### src/rtl/gpio_port_bank.sv
`default_nettype none
// ============================================================================
//  Module      : gpio_port_bank
//  Description : SFR port-register bank with output latches, input
//                synchronisers, alternate-function override and maskable
//                falling-edge interrupt capture.
//  Revision    : 1.0  initial release
// ============================================================================
module gpio_port_bank #(
    parameter int         NPORTS      = 4,
    parameter int         PW          = 8,
    parameter int         SYNC_STAGES = 2,
    parameter logic [6:0] BASE_ADDR   = 7'h00,
    parameter logic [6:0] STRIDE      = 7'h10,
    parameter logic [7:0] RST_VAL     = 8'hFF
) (
    input  logic                 clk,
    input  logic                 rst,
    input  logic [NPORTS*PW-1:0] port_i,
    output logic [NPORTS*PW-1:0] port_o,
    input  logic [NPORTS*PW-1:0] alt_en,
    input  logic [NPORTS*PW-1:0] alt_o,
    input  logic                 rmwinstr,
    input  logic [6:0]           sfraddr,
    input  logic [7:0]           sfrdatai,
    input  logic                 sfrwe,
    output logic [7:0]           sfrdata_o,
    output logic                 sfrsel_o,
    output logic                 irq_o
);

    localparam int         c_BUS_W   = NPORTS * PW;
    localparam logic [2:0] c_ARM_MAX = 3'(SYNC_STAGES + 1);

    logic [SYNC_STAGES-1:0][c_BUS_W-1:0] r_sync;
    logic [c_BUS_W-1:0]                  r_prev;
    logic [c_BUS_W-1:0]                  w_s;
    logic [c_BUS_W-1:0]                  w_edge;
    logic [2:0]                          r_arm_cnt;
    logic                                w_armed;
    logic                                r_irq;
    logic                                w_irq_any;

    logic [PW-1:0] w_pl   [NPORTS];
    logic [PW-1:0] w_rd   [NPORTS];
    logic          w_sel  [NPORTS];
    logic          w_pend [NPORTS];

    // Synchroniser chain; r_prev holds last cycle's synchronised sample
    always_ff @(posedge clk) begin
        if (rst) begin
            for (int k = 0; k < SYNC_STAGES; k++) begin
                r_sync[k] <= {NPORTS{RST_VAL}};
            end
            r_prev <= {NPORTS{RST_VAL}};
        end else begin
            r_sync[0] <= port_i;
            for (int k = 1; k < SYNC_STAGES; k++) begin
                r_sync[k] <= r_sync[k-1];
            end
            r_prev <= w_s;
        end
    end

    assign w_s    = r_sync[SYNC_STAGES-1];
    assign w_edge = r_prev & ~w_s;

    // Edges are ignored until the synchroniser has flushed its reset value
    always_ff @(posedge clk) begin
        if (rst) begin
            r_arm_cnt <= 3'd0;
        end else if (!w_armed) begin
            r_arm_cnt <= r_arm_cnt + 3'd1;
        end
    end

    assign w_armed = (r_arm_cnt == c_ARM_MAX);

    generate
        for (genvar i = 0; i < NPORTS; i++) begin : g_port
            localparam logic [6:0] c_ADDR_PL = 7'(BASE_ADDR + i * STRIDE);
            localparam logic [6:0] c_ADDR_EF = 7'(BASE_ADDR + i * STRIDE + 1);
            localparam logic [6:0] c_ADDR_EM = 7'(BASE_ADDR + i * STRIDE + 2);

            logic [PW-1:0] r_pl;
            logic [PW-1:0] r_ef;
            logic [PW-1:0] r_em;
            logic          w_hit_pl;
            logic          w_hit_ef;
            logic          w_hit_em;
            logic [PW-1:0] w_ef_kept;

            assign w_hit_pl = (sfraddr == c_ADDR_PL);
            assign w_hit_ef = (sfraddr == c_ADDR_EF);
            assign w_hit_em = (sfraddr == c_ADDR_EM);

            // Software can only clear flags; a coincident edge re-sets the bit
            assign w_ef_kept = (sfrwe && w_hit_ef) ? (r_ef & sfrdatai) : r_ef;

            always_ff @(posedge clk) begin
                if (rst) begin
                    r_pl <= RST_VAL;
                    r_ef <= '0;
                    r_em <= '0;
                end else begin
                    if (sfrwe && w_hit_pl) begin
                        r_pl <= sfrdatai;
                    end
                    if (sfrwe && w_hit_em) begin
                        r_em <= sfrdatai;
                    end
                    r_ef <= w_ef_kept | (w_edge[i*PW +: PW] & {PW{w_armed}});
                end
            end

            assign w_pl[i]   = r_pl;
            assign w_sel[i]  = w_hit_pl | w_hit_ef | w_hit_em;
            assign w_pend[i] = |(r_ef & r_em);
            assign w_rd[i]   = w_hit_pl ? (rmwinstr ? r_pl : w_s[i*PW +: PW]) :
                               w_hit_ef ? r_ef :
                               w_hit_em ? r_em : '0;
        end
    endgenerate

    // Address windows are disjoint, so OR-merging the per-port results is safe
    always_comb begin
        port_o    = '0;
        sfrdata_o = '0;
        sfrsel_o  = 1'b0;
        w_irq_any = 1'b0;
        for (int p = 0; p < NPORTS; p++) begin
            port_o[p*PW +: PW] = (alt_en[p*PW +: PW] & alt_o[p*PW +: PW]) |
                                 (~alt_en[p*PW +: PW] & w_pl[p]);
            sfrdata_o = sfrdata_o | w_rd[p];
            sfrsel_o  = sfrsel_o | w_sel[p];
            w_irq_any = w_irq_any | w_pend[p];
        end
    end

    always_ff @(posedge clk) begin
        if (rst) begin
            r_irq <= 1'b0;
        end else begin
            r_irq <= w_irq_any;
        end
    end

    assign irq_o = r_irq;

endmodule
`default_nettype wire

### config.mk
export PLATFORM = sky130hd
export DESIGN_NAME = gpio_port_bank
export DESIGN_NICKNAME = d
export VERILOG_FILES = /design/src/rtl/gpio_port_bank.sv
export SDC_FILE = /design/constraint.sdc
export NUM_CORES = 1
export LEC_CHECK = 0
export ABC_AREA = 1
export CAP_MARGIN = 30
export CORE_ASPECT_RATIO = 1.5
export CORE_MARGIN = 5
export CORE_UTILIZATION = 54
export CTS_BUF_LIST = sky130_fd_sc_hd__clkbuf_8
export DETAILED_ROUTE_END_ITERATION = 8
export PLACE_DENSITY = 0.82
export SYNTH_ARGS = -nofsm -noshare
export SYNTH_HDL_FRONTEND = slang
export SYNTH_SLANG_ARGS = --single-unit
### constraint.sdc
create_clock -name clk -period 1.8 [get_ports clk]
set_input_delay 0.18 -clock clk [delete_from_list [all_inputs] [get_ports clk]]
set_output_delay 0.18 -clock clk [all_outputs]
set_load 0.005 [all_outputs]
==> summary.txt <==
Layout
  – Layout cells sized above 1: around 29%
  – Fillers: ~1100
  – Final design utilization: about three quarters
  – Nets@finish: 1409
  – Final Cell Area: ~0.012 mm2
  – Area Growth Syn to Fin: 37.9%
  – Ant. Diodes: 0

Logic synthesis
  – Top post-synthesis cells by area: dfxtp_1 47%, nand2_1 15%, nand3_1 6.0%
  – Synthesized net count: between 1000 and 1500
  – Yosys reg bits: just under 200
  – Mapped Area: roughly 0.0084 mm2
  – Most numerous cell in the Yosys netlist: nand2_1
  – Syn_area_per_cell: 7.96 um2
  – Post-synth top area share: a little under half
  – Netlist cell types: 31
  – Cells after Synth: roughly 1100
  – Synth Flop Type: dfxtp_1
  – Number of synthesized flops with an enable pin: 0
  – Top cell type by total area after synthesis: dfxtp_1
  – YS warnings: 0
  – Post-synth top cells: 329 x nand2_1, 196 x dfxtp_1, 101 x nand3_1
  – FFs w/ async S/R, synth: 0%
  – Post-synthesis sequential area ratio: between 40% and 50%

Critical path
  – CP max stage cell: dlygate4sd2_1
  – Worst path cell trace: dlygate4sd2_1, buf_6, nand2_8, buf_12, nor2_8, buf_6, buf_4, a31oi_2, nand3_1, clkdlybuf4s15_1
  – Register-to-register setup slack: 360 ps
  – Critical path class: in2out
  – Cell repeated most along the worst path: buf_6
  – Required time of the critical path: between 1500 and 2000 ps
  – Crit path capture type: primary output
  – Largest stage delay, worst path: around 280 ps
  – Type of origin of the critical path: primary input
  – Data arrival, critical path: roughly 1600 ps
  – Worst-path fanout max: 5

Timing
  – Worst Max-Slew Pin Slew: 517 ps
  – Max-slew violations: 0
  – Max_slew headroom: between 60% and 70%
  – Clock Skews: roughly 25 ps
  – Final Hold Vio Count: 0
  – Final period utilization: between 90% and 100%
  – RSZ-0062 raised after global routing: yes
  – Final Setup Violations: 0
  – Period minus WS final: roughly 1800 ps
  – Fmax: around 560 MHz

Run status
  – Status: finished, final reports clean

Placed design
  – Post-DP HPWL: 19.7 mm
  – IO buf count: about 160
  – Cell area after placement: roughly 0.011 mm2
  – Routability cong.: 1.01

Global route
  – Vias in the first global route: approximately 7700
  – Total congestion overflow: 0
  – Antenna violations before repair: 0
  – First-pass GRT wire length: between 40 and 50 mm
  – Total global-route track usage: between 20% and 30%
  – Largest net degree at the start of global routing: 93

Clocking
  – CTS clock-pin slew for the worst setup and hold paths: 110 ps
  – Clock buffer count from CTS: 17
  – Clock Sinks: between 150 and 200
  – Bufs on Longest Clock Path: 2
  – Hold Buf Count CTS: 0
  – H-Tree Depth: 4
  – CTS Root Cell: clkbuf_8
  – Clk_lat worst skew: about 500 ps
  – CTS tree: built

Detailed routing
  – DRT antenna net count: 0
  – Final WL: around 26 mm
  – Wire per inst: around 18 um
  – Pre-antenna DRT Iters: 6
  – Routed vias/inst: roughly 5.4
  – First DRT Iteration DRCs: around 700
  – DRC viols: 0
  – Vias: between 8000 and 9000

Power
  – Leakage: roughly 5.2 nW
  – Sw frac: approximately 29%
  – Max VDD drop: ~0.94 mV
  – Sequential Power Share: between 50 and 60%
  – Clk pwr share: between 30% and 40%
  – Pwr/cell area: about 740 mW/mm2
  – Internal: 0.00614 W
  – Combinational fraction of design power: between 10% and 20%
  – Sw power: ~0.0025 W

Floorplan
  – Die height: approximately 160 um
  – Die area: about 0.018 mm2
  – Starting Density: 54.5%
  – Die W: between 100 and 150 um
  – Num rows: 56
  – I/O pin count: 157
  – Core Area: roughly 0.015 mm2

Hold path
  – Min-Delay Path Class: in2reg

Run
  – Max Cap Viol: 0
[critical path, delay by kind of cell]
family | cells | cell delay (ps)
AO/OA/AOI/OAI | 1 | 170
buffers and inverters | 6 | 1000
AND/OR/NAND/NOR | 3 | 240
[flip-flops by register name, indices dropped and copies added (netlist names)]
name,flops
g_port.r_ef,32
g_port.r_em,32
g_port.r_pl,32
r_prev,32
r_sync,32
w_s,32
r_arm_cnt,3
irq_o,1
[through the flow]
step	hold WS, ps	worst slack [ps]	cells	power [W]	TNS, ps
floorplan	284	460	1059	0.00507	0
global placement	391	-591	1449	0.00567	-10360
detailed placement	393	-631	1449	0.00570	-13650
CTS	176	-68.9	1499	0.00862	-147
global route	201	-61.4	1508	0.00892	-101
finish	195	8.04	1508	0.00861	0
[metal layers]
layer / share of wire [%] / track usage [%]
met4: 7.4 / 18.0
met2: 48 / 47.7
met3: 6.5 / 5.04
met1: 38 / 33.7
met5: 0 / 0
[placed cells by master, fill, tap and decap left out, types with 3 or more instances in the layout]
cell	instances
nand2_1	311
dfxtp_1	176
clkdlybuf4s50_1	133
nand3_1	93
buf_4	74
or2_2	64
inv_1	56
o21ai_1	52
a21oi_1	34
mux2_2	32
nor2_1	28
o211ai_2	24
nand2_2	23
dfxtp_2	20
clkbuf_8	17
buf_12	16
o21ai_0	15
buf_6	13
nor2_4	10
o21ai_2	9
nor2_2	9
buf_2	9
inv_2	8
o211ai_1	8
nand3_2	7
clkbuf_2	7
nand2_4	5
nand3_4	5
inv_8	5
clkinv_8	5
nor2_8	4
nor3_1	4
nor3_4	4
dlygate4sd2_1	3
dlymetal6s2s_1	3
[what timing repair did]
item / in CTS / in global routing
setup buffers: 18 / 10
setup endpoints to repair: 9 / 15
endpoints found under the hold margin: 0 / 0
resized for setup: 115 / 62
pin swaps: 23 / 29
cloned: 0 / 1
[logic make-up (layout without fill, tap and decap cells)]
group / Yosys count / count (layout) / share of synthesized area, %
mux: 32 / 32 / 4.27
flops: 196 / 196 / 46.5
fa+ha+maj: 2 / 2 / 0.297
buf+inv: 113 / 358 / 5.68
compound gates: 145 / 145 / 11.0
xor+xnor: 1 / 1 / 0.104
simple gates: 570 / 571 / 32.1
[cell type report]
class,count,area [um2],share of cell area (%)
sequential,196,3950,33.9
multi-input combinational,751,4240,36.5
clock inverter,15,195,1.68
inverter,67,253,2.17
clock buffer,17,234,2.01
timing repair buffer,259,2510,21.6
tap,203,254,2.18
[path summary, 6_finish.rpt]
kind	start	endpoint	cells past startpoint
min	rst	r_arm_cnt[0]	3
min reg2reg	r_sync[14]	w_s[14]	1
max reg2reg	r_arm_cnt[0]	g_port[0].r_ef[0]	5
max	sfraddr[5]	sfrsel_o	10
[power by group through the flow]
stage	clock network [W]	logic [W]	registers, W
after CTS	0.00299	0.00111	0.00452
after global routing	0.00316	0.00123	0.00454
after global placement	0	0.00105	0.00461
after floorplan	0	0.000473	0.00460
after detailed placement	0	0.00108	0.00462
final	0.00296	0.00113	0.00452
Note: power is estimated with default switching activity, not from simulation.
